===== src/rtl/noc_vc_input_buffer_pkg.sv =====
// rtl/noc_vc_input_buffer_pkg.sv - shared NoC parameters and per-VC state type for the VC input buffer
package noc_vc_input_buffer_pkg;

    localparam int Noc_VC_Channel    = 4;
    localparam int Noc_Data_Width    = 8;
    localparam int Noc_VC_Fifo_Depth = 4;

    typedef enum logic [1:0] {
        VC_IDLE,
        VC_BUSY,
        VC_DRAIN
    } vc_state_t;

endpackage


===== src/rtl/noc_vc_fifo.sv =====
// rtl/noc_vc_fifo.sv - first-word fall-through FIFO with occupancy count, any depth >= 2
module noc_vc_fifo #(
    parameter int WIDTH = 10,
    parameter int DEPTH = 4
) (
    input  logic                       clk,
    input  logic                       rst_n,
    input  logic                       push,
    input  logic [WIDTH-1:0]           push_data,
    input  logic                       pop,
    output logic [WIDTH-1:0]           head_data,
    output logic                       head_valid,
    output logic [$clog2(DEPTH+1)-1:0] count
);

    localparam int PW = $clog2(DEPTH);
    localparam int CW = $clog2(DEPTH + 1);

    logic [WIDTH-1:0] mem [DEPTH];
    logic [PW-1:0]    wr_ptr;
    logic [PW-1:0]    rd_ptr;
    logic             do_push;
    logic             do_pop;

    // A full FIFO never accepts, even when the head is being consumed this cycle.
    assign do_push    = push && (count != CW'(DEPTH));
    assign do_pop     = pop && (count != '0);
    assign head_valid = (count != '0);
    assign head_data  = head_valid ? mem[rd_ptr] : '0;

    always_ff @(posedge clk) begin
        if (do_push) begin
            mem[wr_ptr] <= push_data;
        end
    end

    always_ff @(posedge clk or negedge rst_n) begin
        if (!rst_n) begin
            wr_ptr <= '0;
            rd_ptr <= '0;
            count  <= '0;
        end else begin
            if (do_push) begin
                wr_ptr <= (wr_ptr == PW'(DEPTH - 1)) ? '0 : wr_ptr + 1'b1;
            end
            if (do_pop) begin
                rd_ptr <= (rd_ptr == PW'(DEPTH - 1)) ? '0 : rd_ptr + 1'b1;
            end
            case ({do_push, do_pop})
                2'b10:   count <= count + 1'b1;
                2'b01:   count <= count - 1'b1;
                default: count <= count;
            endcase
        end
    end

endmodule


===== src/rtl/noc_vc_input_buffer.sv =====
// rtl/noc_vc_input_buffer.sv - per-VC input FIFOs with packet FSM; optional NOC_VCBUF_PROTOCOL_CHECK_EN error flag
module noc_vc_input_buffer
    import noc_vc_input_buffer_pkg::*;
#(
    parameter int CHANNEL    = Noc_VC_Channel,
    parameter int DATA_WIDTH = Noc_Data_Width,
    parameter int FLIT_NUM   = CHANNEL,
    parameter int FIFO_DEPTH = Noc_VC_Fifo_Depth
) (
    input  logic                               clk,
    input  logic                               rst_n,
    input  logic [CHANNEL-1:0]                 in_valid,
    output logic [CHANNEL-1:0]                 in_ready,
    input  logic [FLIT_NUM-1:0][DATA_WIDTH-1:0] in_flit,
    input  logic [FLIT_NUM-1:0]                in_is_header,
    input  logic [FLIT_NUM-1:0]                in_is_tail,
    output logic [CHANNEL-1:0]                 in_vc_ready,
    output logic [CHANNEL-1:0]                 out_valid,
    output logic [CHANNEL-1:0][DATA_WIDTH-1:0] out_flit,
    output logic [CHANNEL-1:0]                 out_is_header,
    output logic [CHANNEL-1:0]                 out_is_tail,
    input  logic [CHANNEL-1:0]                 out_pop,
    output logic                               err
);

    localparam int CW = $clog2(FIFO_DEPTH + 1);

`ifdef NOC_VCBUF_PROTOCOL_CHECK_EN
    logic [CHANNEL-1:0] push_err;
`endif

    for (genvar v = 0; v < CHANNEL; v++) begin : g_vc
        // With a single shared lane every VC reads lane 0.
        localparam int LANE = (FLIT_NUM == 1) ? 0 : v;

        logic [CW-1:0]         count;
        logic [DATA_WIDTH+1:0] head;
        logic                  head_valid;
        logic                  push;
        logic                  pop;
        logic                  push_hdr;
        logic                  push_tail;
        logic                  vc_ready_q;
        vc_state_t             state;

        assign in_ready[v] = (count != CW'(FIFO_DEPTH));
        assign push        = in_valid[v] & in_ready[v];
        assign pop         = out_pop[v] & head_valid;
        assign push_hdr    = in_is_header[LANE];
        assign push_tail   = in_is_tail[LANE];

        noc_vc_fifo #(
            .WIDTH (DATA_WIDTH + 2),
            .DEPTH (FIFO_DEPTH)
        ) u_fifo (
            .clk        (clk),
            .rst_n      (rst_n),
            .push       (push),
            .push_data  ({push_hdr, push_tail, in_flit[LANE]}),
            .pop        (pop),
            .head_data  (head),
            .head_valid (head_valid),
            .count      (count)
        );

        assign out_valid[v]                                   = head_valid;
        assign {out_is_header[v], out_is_tail[v], out_flit[v]} = head;
        assign in_vc_ready[v]                                 = vc_ready_q;

        // The VC frees only once its tail has left and nothing else is queued behind it.
        always_ff @(posedge clk or negedge rst_n) begin
            if (!rst_n) begin
                state      <= VC_IDLE;
                vc_ready_q <= 1'b1;
            end else begin
                case (state)
                    VC_IDLE: begin
                        if (push && push_hdr) begin
                            state      <= push_tail ? VC_DRAIN : VC_BUSY;
                            vc_ready_q <= 1'b0;
                        end
                    end
                    VC_BUSY: begin
                        if (push && push_tail) begin
                            state <= VC_DRAIN;
                        end
                    end
                    VC_DRAIN: begin
                        if (pop && head[DATA_WIDTH] && (count == CW'(1)) && !push) begin
                            state      <= VC_IDLE;
                            vc_ready_q <= 1'b1;
                        end
                    end
                    default: begin
                        state      <= VC_IDLE;
                        vc_ready_q <= 1'b1;
                    end
                endcase
            end
        end

`ifdef NOC_VCBUF_PROTOCOL_CHECK_EN
        assign push_err[v] = push & ((state == VC_IDLE) ? !push_hdr : push_hdr);
`endif
    end

`ifdef NOC_VCBUF_PROTOCOL_CHECK_EN
    logic err_q;

    always_ff @(posedge clk or negedge rst_n) begin
        if (!rst_n) begin
            err_q <= 1'b0;
        end else begin
            err_q <= err_q | (|push_err);
        end
    end

    assign err = err_q;
`else
    assign err = 1'b0;
`endif

endmodule

===== config.mk =====
export PLATFORM = sky130hd
export DESIGN_NAME = noc_vc_input_buffer
export DESIGN_NICKNAME = d
export VERILOG_FILES = /design/src/rtl/noc_vc_input_buffer_pkg.sv /design/src/rtl/noc_vc_fifo.sv /design/src/rtl/noc_vc_input_buffer.sv
export SDC_FILE = /design/constraint.sdc
export NUM_CORES = 1
export LEC_CHECK = 0
export ABC_CLOCK_PERIOD_IN_PS = 2600
export CAP_MARGIN = 20
export CORE_ASPECT_RATIO = 0.6
export CORE_MARGIN = 4
export CORE_UTILIZATION = 50
export DETAILED_ROUTE_END_ITERATION = 12
export PLACE_DENSITY = 0.74
export SLEW_MARGIN = 20
export SYNTH_ARGS = -nofsm -noshare
export SYNTH_HDL_FRONTEND = slang
export SYNTH_SLANG_ARGS = --single-unit

===== constraint.sdc =====
create_clock -name clk -period 2.6 [get_ports clk]
set_clock_uncertainty 0.2 [all_clocks]
set_input_delay 0.39 -clock clk [delete_from_list [all_inputs] [get_ports clk]]
set_output_delay 0.39 -clock clk [all_outputs]
set_load 0.005 [all_outputs]

==> flow_summary.yaml <==
outcome:
  outcome: "finished clean"
worst_setup_path:
  start_kind: "flop"
  reg2reg_slack_ps: 380
  worstSetupEndpoint: "out_flit[13]"
  cp_max_fo: 4
  rr_endpoint: "g_vc[2].u_fifo.mem[3][7]"
  end_kind: "output pin"
  r2r_cells: 5
  arrival_ps: 1950
  worstSetupPathType: "flop to output pin"
  rr_startpoint: "g_vc[2].u_fifo.count[0]"
  crit_start: "g_vc[1].u_fifo.rd_ptr[0]"
  required_ps: 2010
yosys:
  synth-seq-cells: 200
  synthAdderAreaFrac_pct: 5.83
  synth.most_common_cell: "edfxtp_1"
  synth-edff-count: 160
  ys.flop_type: "edfxtp_1"
  ys_top_cells_by_count: "160 x edfxtp_1, 60 x and2_1, 40 x ha_1, 40 x mux4_2, 36 x dfrtp_1"
  synth.yosys.seq_area_share_pct: 67.7
  synthSimpleGateAreaFrac_pct: 7.57
  synthArstFlopShare_pct: 20.0
  synth_mux_area_share_pct: 12.0
  syn_area_per_cell_um2: 17.0
  synth_top_area_share_pct: 56.0
  synth-xor-area-share_pct: 1.23
  synth-compound-area-share_pct: 2.86
  syn_nets: 596
  ys_top_cells_by_area: "edfxtp_1 56%, dfrtp_1 11%, mux4_2 11%, ha_1 5.8%, and2_1 4.4%"
  yosys.area.top_type: "edfxtp_1"
  yosys_warnings: 0
  netlist_area_mm2: 0.00858
  synth_top_family_by_area: "multiplexers"
  syn_inst: 506
  synth_cell_type_count: 35
drt:
  final_antenna_net_count: 0
  first_iter_violations: 283
  wl_um: 16000
  drt-pass1-iter-count: 5
  vias: 4653
  wl_per_cell_um: 17.9
  viasPerCell: 5.21
  drcViolationCount: 0
floorplanning:
  initial_core_util_pct: 51.9
  design.core.area_mm2: 0.0165
  io_pins: 103
  die_h_um: 109
  die_area_mm2: 0.0194
  die_w_um: 177
  rows: 36
layout:
  multi_input_area_mm2: 0.00258
  register_area_mm2: 0.00582
  antenna_cells: 0
  area_delta_synth_final_pct: 25.7
  fillers: 1183
  final_nets: 742
  drive_above_1_share_pct: 23.9
  fin_cells: 893
  postLayoutCoreUtil_pct: 65.2
power_and_ir_drop:
  p_leak_nw: 4.12
  switchingPower_w: 0.00372
  p_int_w: 0.00843
  seq_power_share_pct: 40.3
  clkPwrFrac_pct: 20.3
  comb_power_share_pct: 39.4
  p_total_w: 0.0122
  p_per_area_mw_per_mm2: 1130
  ir_drop_v: 0.000426
  p_sw_share_pct: 30.6
sta:
  period_share_pct: 97.9
  relSlewSlack_pct: 62.1
  hold_viol: 0
  worst_pin_slew_ps: 569
  fin_crit_ps: 2540
  rsz0062_at_grt: "true"
  setup_viol: 0
  slew_violations: 0
  timing.fmax_mhz: 393
worst_hold_path:
  worst_hold_path_type: "input pin to asynchronous set/reset pin"
cts:
  clk_latency_ps: 430
  cts_tree: "built"
  cts_max_path_buffers: 2
  clock_sinks: 200
  cts_root_buffer: "clkbuf_16"
  htree_levels: 4
  clk_pin_slew_worst_paths_ps: 70
  cts_made_buffers: 17
place:
  portBuffers: 101
  dp_hpwl_um: 10800
  placed_cells: 835
  gp_congestion: 0.750
grt:
  grt_max_degree: 22
  antenna_found_initial: 0
  grt_pass1_wl_um: 25700
  track_usage_pct: 17.5
  grt_pass1_vias: 4967
  overflow: 0
job:
  maxCapViolations: 0
-- layer usage --
metal	global-route usage, %	vias to the layer above	share of wire (%)
met2	28.3	110	48
met1	23.6	2343	45
met5	0	-	0
li1	-	2180	-
met3	4.40	20	5.5
met4	5.74	0	1.4
-- worst max-delay path, stage by stage, from the launching register on --
cell	delay, ps
dfrtp_1	390
buf_6	130
buf_4	120
buf_4	100
mux4_2	520
and2_4	160
clkbuf_2	100
-- cells in the final DEF (no fill, tap or decap), types with 4 or more instances in the layout --
master	n
mux2i_1	4
clkdlybuf4s15_1	8
nand2_1	16
dlygate4sd2_1	19
a211oi_1	4
xor2_1	4
dfrtp_2	7
dlymetal6s2s_1	8
inv_6	4
xnor2_1	8
mux4_2	40
buf_4	34
a21oi_1	11
ha_1	40
nor2_1	17
mux2_2	8
nand2b_4	4
dfrtp_1	29
a21boi_0	4
and2_4	8
clkdlybuf4s50_1	60
clkbuf_2	5
clkbuf_16	18
edfxtp_1	160
and2_1	52
o21ai_0	12
dfstp_2	4
inv_1	23
buf_6	14
-- timing repair --
action                     in CTS  in global routing
buffers inserted               13                 11
gates resized for setup        48                 45
pin swaps                       1                  9
hold endpoints to repair       18                  0
setup endpoints to repair      44                 22
hold buffers                    1                  0
cloned                          0                  1
-- cell families (layout without fill, tap and decap cells) --
family	Yosys count	in the layout
flops	200	200
simple gates	113	113
other cells	1	1
compound gates	40	40
fa+ha+maj	40	40
xor+xnor	12	12
buf+inv	48	207
mux	52	52
-- power groups by stage --
stage / clock (W) / sequential (W) / combinational (W)
floorplan: 0 / 0.00471 / 0.00277
global placement: 0 / 0.00486 / 0.00447
detailed placement: 0 / 0.00494 / 0.00462
CTS: 0.00253 / 0.00489 / 0.00462
global route: 0.00268 / 0.00500 / 0.00531
finish: 0.00247 / 0.00489 / 0.00479
-- registers in the layout (all words and copies together), names as in the netlist --
name and cells:
g_vc.u_fifo.mem 160, g_vc.vc_ready_q 4, g_vc.u_fifo.count 12, g_vc.u_fifo.wr_ptr 8, g_vc.u_fifo.rd_ptr 8, g_vc.state 8
-- final cells by class --
class                   instances  share of cell area [%]
multi-input cells             258                    24.0
clock inverters                14                    1.25
clock buffers                  18                    3.98
repair buffers                152                    13.4
inverters                      23                   0.800
flip-flops and latches        200                    54.0
well taps                     228                    2.65
-- stage by stage --
stage / TNS [ps] / hold slack, ps / area (µm²) / setup WS (ps)
after floorplan: 0 / -106 / 8580 / 419
after global routing: -35.6 / 333 / 10800 / -24.4
after global placement: 0 / 197 / 9920 / 172
final: 0 / 281 / 10800 / 55.1
after CTS: -1370 / 291 / 10600 / -164
after detailed placement: 0 / 219 / 9920 / 180
-- worst min path at each step --
stage / end / slack, ps / cells past startpoint
after global routing: g_vc[0].state[1] / 330 / 2
after CTS: g_vc[0].u_fifo.wr_ptr[0] / 290 / 2
after global placement: g_vc[0].u_fifo.wr_ptr[0] / 200 / 1
after floorplan: g_vc[0].state[0] / -110 / 0
final: g_vc[0].state[1] / 280 / 2
after detailed placement: g_vc[0].state[0] / 220 / 1
Note: power is estimated with default switching activity, not from simulation.
